**src/rtl/inst_fetch_unit.sv**
```systemverilog
// inst_fetch_unit: MIPS IF stage owning the PC, addressing the instruction ROM and loading IF/ID.
// Ports: clk/rst (async active-high); fetch_en parks the unit in IDLE when low;
// pc drives the combinational ROM, inst returns the ROM word in the same cycle;
// stall holds PC and IF/ID; branch_taken/branch_target (EX) outrank jump/jump_target (ID);
// if_id_inst/if_id_pc/if_id_valid form the IF/ID register (if_id_pc is PC+1).
// Optional FETCH_PERF_CNT_EN adds saturating fetch_cnt, stall_cnt and flush_cnt.
module inst_fetch_unit #(
  parameter int PC_W = 5,
  parameter int INST_W = 32,
  parameter logic [PC_W-1:0] RESET_PC = '0,
  parameter logic [INST_W-1:0] NOP_INST = '0
) (
  input  logic              clk,
  input  logic              rst,
  input  logic              fetch_en,
  output logic [PC_W-1:0]   pc,
  input  logic [INST_W-1:0] inst,
  input  logic              stall,
  input  logic              branch_taken,
  input  logic [PC_W-1:0]   branch_target,
  input  logic              jump,
  input  logic [PC_W-1:0]   jump_target,
  output logic [INST_W-1:0] if_id_inst,
  output logic [PC_W-1:0]   if_id_pc,
  output logic              if_id_valid
`ifdef FETCH_PERF_CNT_EN
  ,
  output logic [15:0]       fetch_cnt,
  output logic [15:0]       stall_cnt,
  output logic [15:0]       flush_cnt
`endif
);
  typedef enum logic {IDLE, RUN} state_t;
  state_t state_q, state_d;
  logic [PC_W-1:0] pc_q, pc_d, if_id_pc_q, if_id_pc_d, pc_inc;
  logic [INST_W-1:0] if_id_inst_q, if_id_inst_d;
  logic if_id_valid_q, if_id_valid_d, redirect, hold, seq;
  always_comb begin
    pc_inc = pc_q + PC_W'(1);
    redirect = state_q == RUN && (branch_taken || jump);
    hold = state_q == RUN && stall && !redirect;
    seq = state_q == RUN && !stall && !redirect;
    // branch is older than jump, so it wins when both redirect on one edge
    pc_d = redirect ? (branch_taken ? branch_target : jump_target) : seq ? pc_inc : pc_q;
    if_id_inst_d = seq ? inst : hold ? if_id_inst_q : NOP_INST;
    if_id_pc_d = seq ? pc_inc : hold ? if_id_pc_q : '0;
    if_id_valid_d = seq || (hold && if_id_valid_q);
    // a pending stall keeps the unit in RUN even once fetch_en drops
    state_d = state_q == IDLE ? (fetch_en ? RUN : IDLE) : (!fetch_en && !stall ? IDLE : RUN);
  end
  always_ff @(posedge clk or posedge rst) begin
    if (rst) begin
      state_q <= IDLE;
      pc_q <= RESET_PC;
      if_id_inst_q <= NOP_INST;
      if_id_pc_q <= '0;
      if_id_valid_q <= 1'b0;
    end else begin
      state_q <= state_d;
      pc_q <= pc_d;
      if_id_inst_q <= if_id_inst_d;
      if_id_pc_q <= if_id_pc_d;
      if_id_valid_q <= if_id_valid_d;
    end
  end
  assign pc = pc_q;
  assign if_id_inst = if_id_inst_q;
  assign if_id_pc = if_id_pc_q;
  assign if_id_valid = if_id_valid_q;
`ifdef FETCH_PERF_CNT_EN
  logic [15:0] fetch_cnt_q, fetch_cnt_d, stall_cnt_q, stall_cnt_d, flush_cnt_q, flush_cnt_d;
  always_comb begin
    fetch_cnt_d = fetch_cnt_q + 16'(seq && ~&fetch_cnt_q);
    stall_cnt_d = stall_cnt_q + 16'(hold && ~&stall_cnt_q);
    flush_cnt_d = flush_cnt_q + 16'(redirect && ~&flush_cnt_q);
  end
  always_ff @(posedge clk or posedge rst) begin
    if (rst) begin
      fetch_cnt_q <= '0;
      stall_cnt_q <= '0;
      flush_cnt_q <= '0;
    end else begin
      fetch_cnt_q <= fetch_cnt_d;
      stall_cnt_q <= stall_cnt_d;
      flush_cnt_q <= flush_cnt_d;
    end
  end
  assign fetch_cnt = fetch_cnt_q;
  assign stall_cnt = stall_cnt_q;
  assign flush_cnt = flush_cnt_q;
`endif
endmodule

```
**config.mk**
```make
export PLATFORM = sky130hd
export DESIGN_NAME = inst_fetch_unit
export DESIGN_NICKNAME = d
export VERILOG_FILES = /design/src/rtl/inst_fetch_unit.sv
export SDC_FILE = /design/constraint.sdc
export NUM_CORES = 1
export LEC_CHECK = 0
export CORE_MARGIN = 2
export CORE_UTILIZATION = 35
export DETAILED_ROUTE_END_ITERATION = 16
export PLACE_DENSITY_LB_ADDON = 0.05
export SETUP_SLACK_MARGIN = 0.1
export SLEW_MARGIN = 0
export SYNTH_ARGS = -nofsm -noshare
export SYNTH_HDL_FRONTEND = slang
export SYNTH_SLANG_ARGS = --single-unit
```
**constraint.sdc**
```tcl
create_clock -name clk -period 3.5 [get_ports clk]
set_input_delay 0.875 -clock clk [delete_from_list [all_inputs] [get_ports clk]]
set_output_delay 0.875 -clock clk [all_outputs]
set_load 0.02 [all_outputs]
```
-- Yosys cells after proc, flatten, opt, wreduce, memory -nomap -nowiden
Cells that the tools add are included.
- bits in registers: 44
- input bits: 48
- output and inout bits: 43
- logic and storage cells: 30
- multiplexer cells: 10
- equality and inequality tests: 1
- add/sub/neg operators: 1
- reductions and logical operators: 13
- operator list (cell ; count):
    two-way mux 32 bit ; 2
    two-way mux 5 bit ; 5
    logical AND 1 bit ; 7
    adder 5 x 1 -> 5 bit (second input constant) ; 1
    logical NOT 1 bit ; 3
    two-way mux 1 bit ; 3
    logical OR 1 bit ; 2
    != test 2 x 1 -> 1 bit (second input constant) ; 1
    nonzero test 2 bit ; 1

-- Longest topological paths before layout
- depth after elaboration: 6
- depth in mapped cells: 6
- gate-level depth less buffers: 4

-- Least setup slack after synthesis
No wires, ideal clock.
- path type: input to register
- start: input port jump
- end: register if_id_inst_q[0] (netlist: if_id_inst[0])
- library setup time: 0.066 ns
- data required time: 3.434 ns
- buffers on the path: 3
- stages on the path: 6
- arrival time: 1.689 ns
- setup slack: 1.745 ns
- path through: buf_6 -> nor3_4 -> and2_4 -> buf_8 -> buf_8 -> a22o_1
- cells in the longest elaborated chain, start to end: 5
- elaborated cells between the ends (all ways): 7
- those cells by class: 1 x eq/ne; 1 x mux; 5 x reduce/logical
- ends and longest elaborated chain (what ; line ; RTL):
    start, declared ; 21 ; input logic jump,
    logical OR 1 bit (*) ; 40 ; redirect = state_q == RUN && (branch_taken || jump);
    logical AND 1 bit (*) ; 40 ;
    logical NOT 1 bit (*) ; 41, 42 ;
    logical AND 1 bit (on tied branches) ; 41, 42 ;
    != test 2 x 1 -> 1 bit (no source line) or two-way mux 32 bit (tied branches) ; n/a ;
    end signal, assigned ; 61 ; if_id_inst_q <= if_id_inst_d;
    end, declared ; 36 ; logic [INST_W-1:0] if_id_inst_q, if_id_inst_d;
Mark *: on every way between the ends. The rest lies on a longest branch, timed or not.
A chain may end at the register's enable or synchronous reset.

-- Worst setup path in the final report
- start: register pc_q[2] (netlist: pc[2])
- end: output port pc[2]
- RTL lines (what ; line ; RTL):
    start, declared ; 35 ; logic [PC_W-1:0] pc_q, pc_d, if_id_pc_q, if_id_pc_d, pc_inc;
    start signal, assigned ; 60 ; pc_q <= pc_d;
    end, declared ; 16 ; output logic [PC_W-1:0] pc,
No word-level cell between the ends.

==> flow_metrics.env <==
export IMPL_required_ns=2.62
export IMPL_crit_chain="clkdlybuf4s50_1"
export IMPL_crit_reg2reg_launch="pc[0]$_DFFE_PP0P_"
export IMPL_tightest_slew_ns=0.9059
export IMPL_critPathArrivalTime_ns=1.43
export IMPL_slew_violations=0
export IMPL_track_usage_pct=16.50
export IMPL_portBuffers=90
export IMPL_wl_per_cell_um=15.63
export IMPL_diodes=0
export IMPL_clock_sinks=44
export IMPL_crit_cells=1
export IMPL_clk_pin_slew_ns=0.08
export IMPL_setup_violations_final=0
export IMPL_crit_end="pc[2]"
export IMPL_p_sw_share_pct=25.51
export IMPL_drv_cap=0
export IMPL_num_io_pins=91
export IMPL_viasPerCell=5.065
export IMPL_synthCells=132
export IMPL_synthTopCellsByArea="dfrtp_1 (59%), a22o_1 (18%), buf_8 (2.4%), buf_6 (1.8%), a222oi_1 (1.6%)"
export IMPL_timing_fmax_mhz=433.7
export IMPL_cts_setup_buffers=0
export IMPL_dp_hpwl_mm=3.298
export IMPL_outcome="finished, final reports clean"
export IMPL_rr_worst_depth=4
export IMPL_worstSetupPathType="reg -> out"
export IMPL_ys_ff_latch=44
export IMPL_synth_most_common_cell="dfrtp_1"
export IMPL_overflow=0
export IMPL_syn_avg_cell_area_um2=14.11
export IMPL_ys_async_sr_fraction_pct=100.0
export IMPL_slowest_stage="clkdlybuf4s50_1"
export IMPL_ys_types=29
export IMPL_drtIter0Drc=87
export IMPL_synthFlopType="dfrtp_1"
export IMPL_fin_crit_sh_pct=65.88
export IMPL_hold_slack_ns=0.4796
export IMPL_relSlewSlack_pct=39.52
export IMPL_synth_seq_area_share_pct=59.10
export IMPL_skew_ns=0.004834
export IMPL_powerDensity_nw_per_um2=366.6
export IMPL_postCtsHoldBufs=0
export IMPL_layout_min_cycle_time_ns=2.306
export IMPL_die_x_um=76.96
export IMPL_cts_buffers=5
export IMPL_power_mw=1.043
export IMPL_grt_pass1_wl_mm=7.769
export IMPL_synth_nets=181
export IMPL_p_int_mw=0.7773
export IMPL_critPathMaxFanout=8
export IMPL_reg2reg_slack_ns=1.91
export IMPL_antenna_found_initial=0
export IMPL_dieArea_um2=5923
export IMPL_grt_max_degree=45
export IMPL_h_tree_depth=2
export IMPL_insertion_delay_ns=0.28
export IMPL_drive_above_1_share_pct=5.882
export IMPL_startpoint="pc[2]$_DFFE_PP0P_"
export IMPL_root_buffer="clkbuf_8"
export IMPL_ys_warn_count=0
export IMPL_p_seq_share_pct=53.0
export IMPL_power_switching_mw=0.2661
export IMPL_remaining_drc_errors=0
export IMPL_peakVddDrop_uv=146.5
export IMPL_cts_tree="built"
export IMPL_vias=1474
export IMPL_rsz0062_at_grt="false"
export IMPL_post_cts_resized_instances=0
export IMPL_p_leak_nw=1.260
export IMPL_regToRegEndpoint="pc[4]$_DFFE_PP0P_"
export IMPL_antenna_left=0
export IMPL_cp_buffers_inverters=1
export IMPL_initial_core_util_pct=36.48
export IMPL_max_stage_delay_ns=0.67
export IMPL_drt_first_pass_iters=4
export IMPL_hold_violations=0
export IMPL_synth_top_area_share_pct=59.10
export IMPL_core_area_um2=5107
export IMPL_die_y_um=76.96
export IMPL_cp_end_kind="output pin"
export IMPL_cp_top_family="buffers and inverters"
export IMPL_synth_common_cells="dfrtp_1 (44), a22o_1 (39)"
export IMPL_clockPowerShare_pct=28.0
export IMPL_hold_path_class="reg -> reg"
export IMPL_yosysTopAreaCell="dfrtp_1"
export IMPL_num_rows=26
export IMPL_synthToLayoutAreaGrowth_pct=52.79
export IMPL_setup_tns_ns=0
export IMPL_drt_total_wl_mm=4.549
export IMPL_cts_buffer_depth=2
export IMPL_syn_area_um2=1863
export IMPL_nNetsFinal=270
export IMPL_synth_edf_count=0
export IMPL_grt_pass1_vias=1617
export IMPL_cp_start_kind="flip-flop"
export IMPL_p_comb_share_pct=19.0
export IMPL_place_gp_congestion=0.8298
[worst min path at each step]
stage | start | cells after the start | to
after detailed placement | if_id_valid$_DFF_PP0_ | 1 | if_id_valid$_DFF_PP0_
after global placement | if_id_valid$_DFF_PP0_ | 1 | if_id_valid$_DFF_PP0_
after global routing | if_id_valid$_DFF_PP0_ | 1 | if_id_valid$_DFF_PP0_
after floorplan | state_q$_DFF_PP0_ | 1 | pc[3]$_DFFE_PP0P_
after CTS | if_id_valid$_DFF_PP0_ | 1 | if_id_valid$_DFF_PP0_
final | if_id_valid$_DFF_PP0_ | 1 | if_id_valid$_DFF_PP0_
[power groups by stage]
stage,clock (mW),sequential [mW],combinational [mW]
after CTS,0.304,0.553,0.201
after detailed placement,0,0.563,0.201
after global routing,0.331,0.558,0.215
final,0.292,0.553,0.198
after floorplan,0,0.583,0.0707
after global placement,0,0.562,0.198
[cell usage in the layout, fill, tap and decap left out, types with 2 or more instances in the layout]
master           Yosys  routed
clkdlybuf4s50_1      0      90
dfrtp_1             44      44
a22o_1              39      39
clkbuf_8             0       5
a21o_1               3       3
a222oi_1             3       3
o2bb2ai_1            3       3
nor3_4               1       2
inv_1                3       2
and2b_1              2       2
nor4b_1              2       2
nor3b_1              2       2
nand4b_1             2       2
mux2_1               2       2
a211o_1              2       2
nand3_1              2       2
xnor2_1              2       2
buf_4                2       2
[sequential cells by signal (all words and copies together), names as in the netlist]
signal	cells
if_id_inst	32
if_id_pc	5
pc	5
if_id_valid	1
state_q	1
[cell families (layout without fill, tap and decap cells)]
| family | count (synthesis) | in the layout | synth area share [%] |
|---|---|---|---|
| multiplexers | 2 | 2 | 1.209 |
| XOR/XNOR | 3 | 3 | 1.411 |
| buffers and inverters | 13 | 102 | 6.178 |
| adder cells (fa/ha/maj) | 1 | 1 | 0.6715 |
| AO/OA/AOI/OAI | 50 | 50 | 23.51 |
| AND/OR/NAND/NOR | 19 | 19 | 7.925 |
| flip-flops | 44 | 44 | 59.10 |
[metal layers]
metal | up-vias | wire length, um | global-route usage, %
met4 | 0 | 44 | 6.000
li1 | 687 | - | -
met3 | 4 | 187 | 3.176
met1 | 734 | 2080 | 21.04
met5 | - | 0 | 0
met2 | 49 | 2237 | 27.89
[cell type report]
class	instances	area (um^2)
Clock buffer	6	72.57
Inverter	3	11.26
Multi-Input combinational cell	75	653.1
Tap cell	70	87.58
Fill cell	449	2261
Timing Repair Buffer	92	915.9
Clock inverter	1	5.005
Sequential cell	44	1101
[metrics by stage]
step | instance area, um^2 | std cells | setup WS [ns] | utilization, %
2_1_floorplan | 1863 | 132 | 1.594 | -
3_3_place_gp | 2769 | 284 | 0.9878 | 54.21
3_5_place_dp | 2769 | 284 | 0.8971 | 54.21
4_1_cts | 2846 | 291 | 1.183 | 55.73
5_1_grt | 2846 | 291 | 1.054 | 55.73
6_report | 2846 | 291 | 1.194 | 55.73
(Power assumes the default switching activity.)
